<file path="config.mk">
export PLATFORM = sky130hd
export DESIGN_NAME = alu_mc
export DESIGN_NICKNAME = d
export VERILOG_FILES = /design/src/rtl/alu_mc_pkg.sv /design/src/rtl/alu_mc_shifter.sv /design/src/rtl/alu_mc.sv
export SDC_FILE = /design/constraint.sdc
export NUM_CORES = 1
export LEC_CHECK = 0
export ABC_AREA = 0
export CAP_MARGIN = 5
export CORE_ASPECT_RATIO = 1.4
export CORE_MARGIN = 10
export CORE_UTILIZATION = 59
export CTS_BUF_LIST = sky130_fd_sc_hd__clkbuf_8
export DETAILED_ROUTE_END_ITERATION = 10
export PLACE_DENSITY = 0.81
export RECOVER_POWER = 100
export SKIP_LAST_GASP = 1
export SLEW_MARGIN = 15
export SYNTH_ARGS = -nofsm -noshare
export SYNTH_HDL_FRONTEND = slang
export SYNTH_SLANG_ARGS = --single-unit
</file>
<file path="constraint.sdc">
create_clock -name Clk -period 3.5 [get_ports Clk]
set_input_delay 0.7 -clock Clk [delete_from_list [all_inputs] [get_ports Clk]]
set_output_delay 0.7 -clock Clk [all_outputs]
set_load 0.02 [all_outputs]
</file>
<file path="src/rtl/alu_mc_pkg.sv">
// Shared types and constants for the multi-cycle ALU (alu_mc) and its shifter.
// Optional build macro used by this slice: ALU_MC_BARREL_EN.
package alu_mc_pkg;

  localparam int CMD_W = 3;

  typedef enum logic [CMD_W-1:0] {
    OP_ADD  = 3'b000,
    OP_LSL  = 3'b001,
    OP_MOVF = 3'b010,
    OP_XOR  = 3'b011,
    OP_MOVT = 3'b100,
    OP_LSR  = 3'b101,
    OP_SUB  = 3'b110,
    OP_CMP  = 3'b111
  } alu_op_t;

  typedef enum logic [1:0] {
    ST_IDLE  = 2'b00,
    ST_SHIFT = 2'b01,
    ST_DONE  = 2'b10
  } alu_state_t;

  function automatic logic is_shift(input alu_op_t op);
    return (op == OP_LSL) || (op == OP_LSR);
  endfunction

endpackage

</file>
<file path="src/rtl/alu_mc_shifter.sv">
// Shift datapath for alu_mc: serial (one bit per cycle) by default, single-cycle
// barrel shifter when ALU_MC_BARREL_EN is defined. Owns the shift counter.
module alu_mc_shifter
  import alu_mc_pkg::*;
#(
  parameter int W = 8
) (
  input  logic         clk,
  input  logic         rst,
  input  logic         load_i,
  input  logic         left_i,
  input  logic         step_i,
  input  logic [W-1:0] a_i,
  input  logic [W-1:0] amt_i,
  output logic [W-1:0] res_o,
  output logic         flag_o,
  output logic         shift_last_o
);

  localparam int CW = $clog2(W + 1);

  logic [CW-1:0] cnt_q, cnt_d, amt_c;
  logic [W-1:0]  sh_q, sh_d;
  logic          fbit_q, fbit_d;
  logic          left_q, left_d;
  logic          over_q, over_d;
  logic          over_c;

  // Amounts beyond W shift out everything; only the flag differs from amount == W.
  assign over_c = (32'(amt_i) > W);
  assign amt_c  = over_c ? CW'(W) : CW'(amt_i);

`ifdef ALU_MC_BARREL_EN
  logic [2*W-1:0] lsl_t, lsr_t;

  always_comb begin
    lsl_t  = {{W{1'b0}}, a_i} << amt_c;
    lsr_t  = {a_i, {W{1'b0}}} >> amt_c;
    cnt_d  = '0;
    sh_d   = sh_q;
    fbit_d = fbit_q;
    left_d = left_q;
    over_d = 1'b0;
    if (load_i) begin
      sh_d   = left_i ? lsl_t[W-1:0] : lsr_t[2*W-1:W];
      fbit_d = (amt_c != '0) && !over_c && (left_i ? lsl_t[W] : lsr_t[W-1]);
      left_d = left_i;
    end
  end

  assign shift_last_o = 1'b0;
`else
  always_comb begin
    cnt_d  = cnt_q;
    sh_d   = sh_q;
    fbit_d = fbit_q;
    left_d = left_q;
    over_d = over_q;
    if (load_i) begin
      cnt_d  = amt_c;
      sh_d   = a_i;
      fbit_d = 1'b0;
      left_d = left_i;
      over_d = over_c;
    end else if (step_i && (cnt_q != '0)) begin
      cnt_d = cnt_q - CW'(1);
      if (left_q) begin
        fbit_d = sh_q[W-1];
        sh_d   = {sh_q[W-2:0], 1'b0};
      end else begin
        fbit_d = sh_q[0];
        sh_d   = {1'b0, sh_q[W-1:1]};
      end
    end
  end

  assign shift_last_o = (cnt_q == CW'(1));
`endif

  always_ff @(posedge clk or posedge rst) begin
    if (rst) begin
      cnt_q  <= '0;
      left_q <= 1'b0;
      over_q <= 1'b0;
    end else begin
      cnt_q  <= cnt_d;
      left_q <= left_d;
      over_q <= over_d;
    end
  end

  always_ff @(posedge clk) begin
    sh_q   <= sh_d;
    fbit_q <= fbit_d;
  end

  assign res_o  = sh_q;
  assign flag_o = fbit_q & ~over_q;

endmodule

</file>
<file path="src/rtl/alu_mc.sv">
// Multi-cycle ALU with start/done handshake, registered result/carry/zero.
// Define ALU_MC_BARREL_EN for single-cycle shifts; default is a serial shifter.
module alu_mc
  import alu_mc_pkg::*;
#(
  parameter int W = 8
) (
  input  logic             Clk,
  input  logic             Reset,
  input  logic             start,
  input  logic [CMD_W-1:0] alu_cmd,
  input  logic [W-1:0]     inA,
  input  logic [W-1:0]     inB,
  output logic             ready,
  output logic             done,
  output logic [W-1:0]     rslt,
  output logic             flag,
  output logic             zero
);

`ifdef ALU_MC_BARREL_EN
  localparam bit SerialShift = 1'b0;
`else
  localparam bit SerialShift = 1'b1;
`endif

  alu_state_t  state_q;
  logic        ready_q, done_q, flag_q, zero_q;
  logic [W-1:0] rslt_q;
  alu_op_t     op_i, cmd_q;
  logic [W-1:0] a_q, b_q;
  logic        accept;
  logic [W-1:0] sh_res, res_c;
  logic        sh_flag, shift_last, flag_c;

  assign op_i   = alu_op_t'(alu_cmd);
  assign accept = (state_q == ST_IDLE) && start;

  alu_mc_shifter #(.W(W)) u_shifter (
    .clk         (Clk),
    .rst         (Reset),
    .load_i      (accept && is_shift(op_i)),
    .left_i      (op_i == OP_LSL),
    .step_i      (state_q == ST_SHIFT),
    .a_i         (inA),
    .amt_i       (inB),
    .res_o       (sh_res),
    .flag_o      (sh_flag),
    .shift_last_o(shift_last)
  );

  always_ff @(posedge Clk) begin
    if (accept) begin
      cmd_q <= op_i;
      a_q   <= inA;
      b_q   <= inB;
    end
  end

  always_comb begin
    res_c  = '0;
    flag_c = 1'b0;
    case (cmd_q)
      OP_ADD:         {flag_c, res_c} = {1'b0, a_q} + {1'b0, b_q};
      OP_LSL, OP_LSR: begin
        res_c  = sh_res;
        flag_c = sh_flag;
      end
      OP_MOVF:        res_c = a_q;
      OP_XOR:         res_c = a_q ^ b_q;
      OP_MOVT:        res_c = b_q;
      OP_SUB: begin
        res_c  = a_q - b_q;
        flag_c = (b_q > a_q);
      end
      OP_CMP:         flag_c = (a_q == b_q);
      default:        res_c = '0;
    endcase
  end

  // Outputs only move on the edge that raises done; SHIFT is skipped for zero amounts.
  always_ff @(posedge Clk or posedge Reset) begin
    if (Reset) begin
      state_q <= ST_IDLE;
      ready_q <= 1'b1;
      done_q  <= 1'b0;
      rslt_q  <= '0;
      flag_q  <= 1'b0;
      zero_q  <= 1'b1;
    end else begin
      done_q <= 1'b0;
      case (state_q)
        ST_IDLE: begin
          if (start) begin
            ready_q <= 1'b0;
            state_q <= (SerialShift && is_shift(op_i) && (inB != '0)) ? ST_SHIFT : ST_DONE;
          end
        end
        ST_SHIFT: begin
          if (shift_last) state_q <= ST_DONE;
        end
        ST_DONE: begin
          done_q  <= 1'b1;
          ready_q <= 1'b1;
          rslt_q  <= res_c;
          flag_q  <= flag_c;
          zero_q  <= (res_c == '0);
          state_q <= ST_IDLE;
        end
        default: state_q <= ST_IDLE;
      endcase
    end
  end

  assign ready = ready_q;
  assign done  = done_q;
  assign rslt  = rslt_q;
  assign flag  = flag_q;
  assign zero  = zero_q;

endmodule
</file>
==> run metrics, run 1 <==
Slew @ Worst Pin=around 0.87 ns; met2 GRT Util=between 20% and 30%; CTS tree=built; RSZ-0062 raised after global routing=false; Synth area leaders=edfxtp_1 (27%), dfrtp_1 (15%), ha_1 (7.4%); Rows=30; maximum clock frequency=361 MHz; GRT Residual Overflow=0; input/output buffers=33; Top FF cell, synth=edfxtp_1; Num CTS Buffers=5; top-area cell type share of the netlist area=about a quarter; Max VDD drop=roughly 500 uV; most common library cells after synthesis=nor2_1 (28), edfxtp_1 (27), a21oi_1 (23), inv_1 (23), nand2_1 (21); NumNets Final=between 300 and 400; Area after DPL=3380 um^2; initial antenna violation count=0; die height=roughly 110 um; hold buffer count at CTS=0; Cells after Synth=between 300 and 400; MaxCap Viol Count=0; synthesized area=3050 um^2; worst slack, placed=0.835 ns; Tmin final=roughly 2.8 ns; met3 Track Usage GR=roughly 2.7%; Post-CTS Setup Bufs=0; global route hottest layer=met2; Post-synth ARST share=between 40% and 50%; power per cell area=735 nW/um^2; largest area contributor in the netlist=edfxtp_1; Sink Count=between 40 and 50; die area=approximately 8500 um^2; flop-to-flop setup slack=0.73 ns; Vias/cell=5.97; crit end category=flop; Crit Path Max Fanout=3; Slew HR=roughly two fifths; final instance area=approximately 3500 um^2; DR pass1 iterations=4; CP dominant cell by count=inv_1; Yosys reg bits=48; Critical Path Source Type=flop; CTS clk-pin slew, worst paths=approximately 0.08 ns; Final Cycle Share=79.1%; drt wl/cell=about 18 um; Setup TNS=0 ns; H-tree depth=2; Root Buffer=clkbuf_8; Req. time, crit path=roughly 3.7 ns; I/O pin cnt=34; core area=4920 um^2; fin. max-slew vios=0; Crit Path Class=reg2reg; average size of a mapped cell=about 10 um^2; layout cells sized above 1=slightly below 7%; Die W=80.8 um; Vias=approximately 2400; Static Leak=1.43 nW; YS warnings=0; Initial Utilization=62.1%; GPL Wtd Cong=about 0.88; Worst path max stage delay=~0.49 ns; outcome=finished, final reports clean; clk_skew=~0.0076 ns; sequential area share after synthesis=43.7%; Final Hold Viols=0; largest net degree at the start of global routing=30; syn nets=between 300 and 400; area grow syn2layout=14.5%; Netlist cell types=between 60 and 70; HP Class=reg2reg; M1 GR Usage=between 10% and 20%; worst-case clock buffer depth=2; Final setup viols=0; DRC violations left=0; clk_lat worst skew=~0.30 ns; cells along the critical path=inv_1 -> ha_1 -> inv_1 -> fa_1 -> a21o_1 -> a221oi_1 -> o2bb2ai_1 -> o22ai_1 -> o211ai_1 -> o41ai_1; Design Power=roughly 2.6 mW; final worst slack=between 0.7 and 0.8 ns; WP data arrival=around 3 ns; Total GRT Usage=between 10% and 20%; 1st-iter DRT viols=roughly 190; final wirelength=just over 7000 um; number of flops mapped to enable cells by yosys=27; slowest stage cell, crit path=a221oi_1; post-route ant nets=0; Antenna Cells=0; vias in the first global route=approximately 2300; Resize count post-CTS=0; count leader, synth=nor2_1; Post-DP HPWL=5560 um; first-pass GRT wire length=11600 um
## report_power, final
group	switching, mW	internal [mW]	leakage (nW)
clock network	0.172	0.252	0.0645
registers	0.190	0.835	0.501
logic	0.631	0.492	0.864
total	0.992	1.58	1.43
## kinds of logic after synthesis
logic type / after synthesis / synth area share, %
AO/OA/AOI/OAI: 88 / 19.3
adder cells (fa/ha/maj): 20 / 8.69
multiplexers: 14 / 5.16
XOR/XNOR: 7 / 2.01
buffers and inverters: 40 / 6.35
AND/OR/NAND/NOR: 91 / 14.8
flip-flops: 48 / 43.7
## layer usage
layer / vias to the layer above / wire (um) / share of wire [%]
li1: 1163 / - / -
met1: 1140 / 2780 / 39
met2: 66 / 3670 / 52
met3: 18 / 321 / 4.6
met4: 0 / 279 / 4.0
met5: - / 0 / 0
## layout make-up
cell class,instances,area [um^2]
tap,64,80.1
fill,382,1420
multi-input combinational,220,1510
clock buffer,7,96.3
sequential,48,1330
inverter,24,90.1
timing repair buffer,36,353
clock inverter,1,30.0
## registers in the layout, summed over array words and instances (netlist names)
name / flops
a_q: 8
b_q: 8
rslt: 8
u_shifter.res_o: 8
u_shifter.cnt_q: 4
cmd_q: 3
state_q: 2
done: 1
flag: 1
ready: 1
u_shifter.fbit_q: 1
u_shifter.left_q: 1
u_shifter.over_q: 1
zero: 1
## critical path: cells and delay by family (launching register included)
family,cells,cell delay (ns)
AO/OA/AOI/OAI,6,1.55
adder cells (fa/ha/maj),2,0.58
flip-flops,1,0.42
buffers and inverters,2,0.14
## through the flow
stage / instances / utilization (%) / hold slack (ns)
2_1_floorplan: 308 / - / 0.441
3_3_place_gp: 392 / 68.8 / 0.449
3_5_place_dp: 392 / 68.8 / 0.468
4_1_cts: 400 / 71.3 / 0.479
5_1_grt: 400 / 71.1 / 0.507
6_report: 400 / 71.1 / 0.469
## placed cells by master, fill, tap and decap left out, types with 5 or more instances in the layout
master	netlist	final
ha_1	18	18
nand3b_1	5	5
a21oi_1	23	23
xor2_1	5	5
nor2_1	28	28
dlygate4sd3_1	0	33
a22oi_1	7	7
dfrtp_1	18	18
edfxtp_1	27	27
nor3_1	5	5
inv_1	23	23
nand2b_1	8	8
mux2i_1	9	9
o21ai_0	18	19
clkbuf_8	0	7
a21o_1	5	5
nand2_1	21	21
nor2b_1	7	7
## worst paths after layout
path | from | to | cells past startpoint
min in group asynchronous | Reset | u_shifter.cnt_q[3] | 2
worst min register to register | ready | ready | 2
worst max register to register | a_q[0] | zero | 10
worst max-delay path | a_q[0] | zero | 10
worst min-delay path | ready | ready | 2
max in group asynchronous | Reset | u_shifter.over_q | 2
Power figures use the tool's default switching activity.
==> inputs of run 2 (changes only) <==
--- a/config.mk
+++ b/config.mk
@@ -9,10 +9,10 @@
 export CAP_MARGIN = 5
 export CORE_ASPECT_RATIO = 1.4
 export CORE_MARGIN = 10
-export CORE_UTILIZATION = 59
+export CORE_UTILIZATION = 53
 export CTS_BUF_LIST = sky130_fd_sc_hd__clkbuf_8
 export DETAILED_ROUTE_END_ITERATION = 10
-export PLACE_DENSITY = 0.81
+export PLACE_DENSITY = 0.77
 export RECOVER_POWER = 100
 export SKIP_LAST_GASP = 1
 export SLEW_MARGIN = 15
==> constraint.sdc (replaced) <==
create_clock -name Clk -period 2.5 [get_ports Clk]
set_input_delay 0.5 -clock Clk [delete_from_list [all_inputs] [get_ports Clk]]
set_output_delay 0.5 -clock Clk [all_outputs]
set_load 0.02 [all_outputs]
==> run metrics, run 2 (synthesis gave the netlist of run 1 again) <==
outcome=finished, final reports clean; HP Class=reg2reg; CP dominant cell by count=inv_1; Worst path max stage delay=0.46 ns (-0.03 ns); H-tree depth=2 (unchanged); initial antenna violation count=0 (unchanged); first-pass GRT wire length=12300 um (+6.6%); Setup TNS=0 ns (unchanged); crit path buf inv count=2 (unchanged); input/output buffers=33 (unchanged); maximum clock frequency=406 MHz (+13%); commonest non-fill, non-tap cells in the layout=dlygate4sd3_1 (33), nor2_1 (27), edfxtp_1 (27); Num CTS Buffers=5 (unchanged); Initial Utilization=54.9% (-7.2 points); GPL Wtd Cong=0.906 (+2.9%); commonest non-fill, non-tap cell in the layout=dlygate4sd3_1; Static Leak=1.52 nW (+6.5%); die area=9240 um^2 (+8.8%); Vias=2445 (+2.4%); CTS clk-pin slew, worst paths=0.09 ns (about the same); final instance area=3690 um^2 (+5.6%); die height=110 um (+4.5%); MaxCap Viol Count=0 (unchanged); Final setup viols=0 (unchanged); reg2reg start=a_q[0]; Worst R2R Path Depth=11 (+1); I/O pin cnt=34 (unchanged); Post-DP HPWL=5850 um (+5.3%); Vias/cell=5.74 (-3.8%); RSZ-0062 raised after global routing=true; hold depth=2 (unchanged); GRT Residual Overflow=0 (unchanged); worst-case clock buffer depth=2 (unchanged); Req. time, crit path=2.71 ns (-0.99 ns); routed wl met3=214 um (-33%); area of the multi-input gates=1590 um^2 (+5.0%); Hold EP=ready; NumNets Final=399 (+5.8%); top sig layer=met4; slowest stage cell, crit path=mux4_2; Slew HR=29.3% (-13 points); Tmin final=2.46 ns (-0.309 ns); crit end category=flop; register area=1330 um^2 (unchanged); layout cells sized above 1=14.8% (+8.0 points); Slew @ Worst Pin=1.06 ns (+0.189 ns); Post-CTS Setup Bufs=0 (unchanged); hold path startpoint=ready; met2 wire len=3750 um (+2.2%); capturing point of the worst reg2reg path=zero; power per cell area=998 nW/um^2 (+36%); fin. max-slew vios=0 (unchanged); Sink Count=48 (unchanged); 1st-iter DRT viols=127 (-34%); CTS tree=built; final wirelength=7330 um (+3.9%); largest net degree at the start of global routing=22 (-27%); vias in the first global route=2576 (+9.8%); clk_skew=0.0135 ns (+0.00585 ns); Crit path max-delay family=adder cells; Max VDD drop=585 uV (+18%); Antenna Cells=0 (unchanged); Rows=32 (+6.7%); area grow syn2layout=20.9%; Critical Path Source Type=flop; Crit Path Class=reg2reg; cells along the critical path=inv_1 -> ha_1 -> inv_1 -> fa_2 -> xor2_1 -> mux4_2 -> nor2_2 -> a21oi_2 -> nor3_1 -> nand2_1 -> o41ai_2; Area after DPL=3550 um^2 (+5.0%); Root Buffer=clkbuf_8; Die W=84.1 um (+4.1%); post-route ant nets=0 (unchanged); WP data arrival=2.68 ns (-0.29 ns); flop-to-flop setup slack=0.04 ns (-0.69 ns); DR pass1 iterations=4 (unchanged); Final Hold Viols=0 (unchanged); DRC violations left=0 (unchanged); hold buffer count at CTS=0 (unchanged); M1 WL=2990 um (+7.6%); Total GRT Usage=16.3% (-0.70 points); Final Cycle Share=98.4% (+19 points); clk_lat worst skew=0.30 ns (about the same); Crit Path Max Fanout=3 (unchanged); core area=5570 um^2 (+13%); fillcell total=476 (+25%); drt wl/cell=17.2 um (-2.4%)
## run 2: through the flow
step / total power, mW / util, % / hold slack, ns / instances / worst slack (ns)
after floorplan: 2.55 / - / 0.441 / 308 / 0.0164
after global placement: 3.15 / 63.8 / 0.447 / 418 / 0.0258
after detailed placement: 3.19 / 63.8 / 0.453 / 418 / -0.151
after CTS: 3.72 / 66.2 / 0.465 / 426 / -0.0148
after global routing: 3.97 / 66.3 / 0.495 / 426 / -0.0976
final: 3.69 / 66.3 / 0.461 / 426 / 0.0397
## run 2: layer usage
| metal | up-vias | track usage (%) |
|---|---|---|
| met4 | 0 | 10.2 |
| met1 | 1160 | 17.5 |
| met5 | - | 0 |
| met2 | 56 | 29.0 |
| met3 | 21 | 3.03 |
| li1 | 1208 | - |
## run 2: worst max path at each step
stage,start,cells past startpoint,end
after floorplan,start,7,u_shifter.res_o[7]
after global placement,a_q[0],10,zero
after detailed placement,b_q[0],10,zero
after CTS,a_q[0],11,zero
after global routing,a_q[0],11,zero
final,a_q[0],11,zero
## run 2: final cells by class
class                           count  area share, %
Inverter                           24           2.44
Clock buffer                        6           2.24
Sequential cell                    48           36.1
Multi-Input combinational cell    220           43.0
Clock inverter                      2          0.373
Tap cell                           68           2.30
Timing Repair Buffer               58           13.5
## run 2: worst min-delay path: cells and delay by family, from the launching register on
family,cells,cell delay (ns)
DFF,1,0.38
and+or+nand+nor,2,0.09
## run 2: where the power goes
group | switching [mW] | internal, mW | total, mW | leakage [nW]
sequential | 0.232 | 1.17 | 1.40 | 0.501
combinational | 0.968 | 0.829 | 1.80 | 0.970
clock | 0.260 | 0.226 | 0.487 | 0.0516
total | 1.46 | 2.23 | 3.69 | 1.52
## run 2: timing repair
action,CTS,global route
resized for setup,9,7
setup endpoints to repair,2,4
pin swaps,5,5
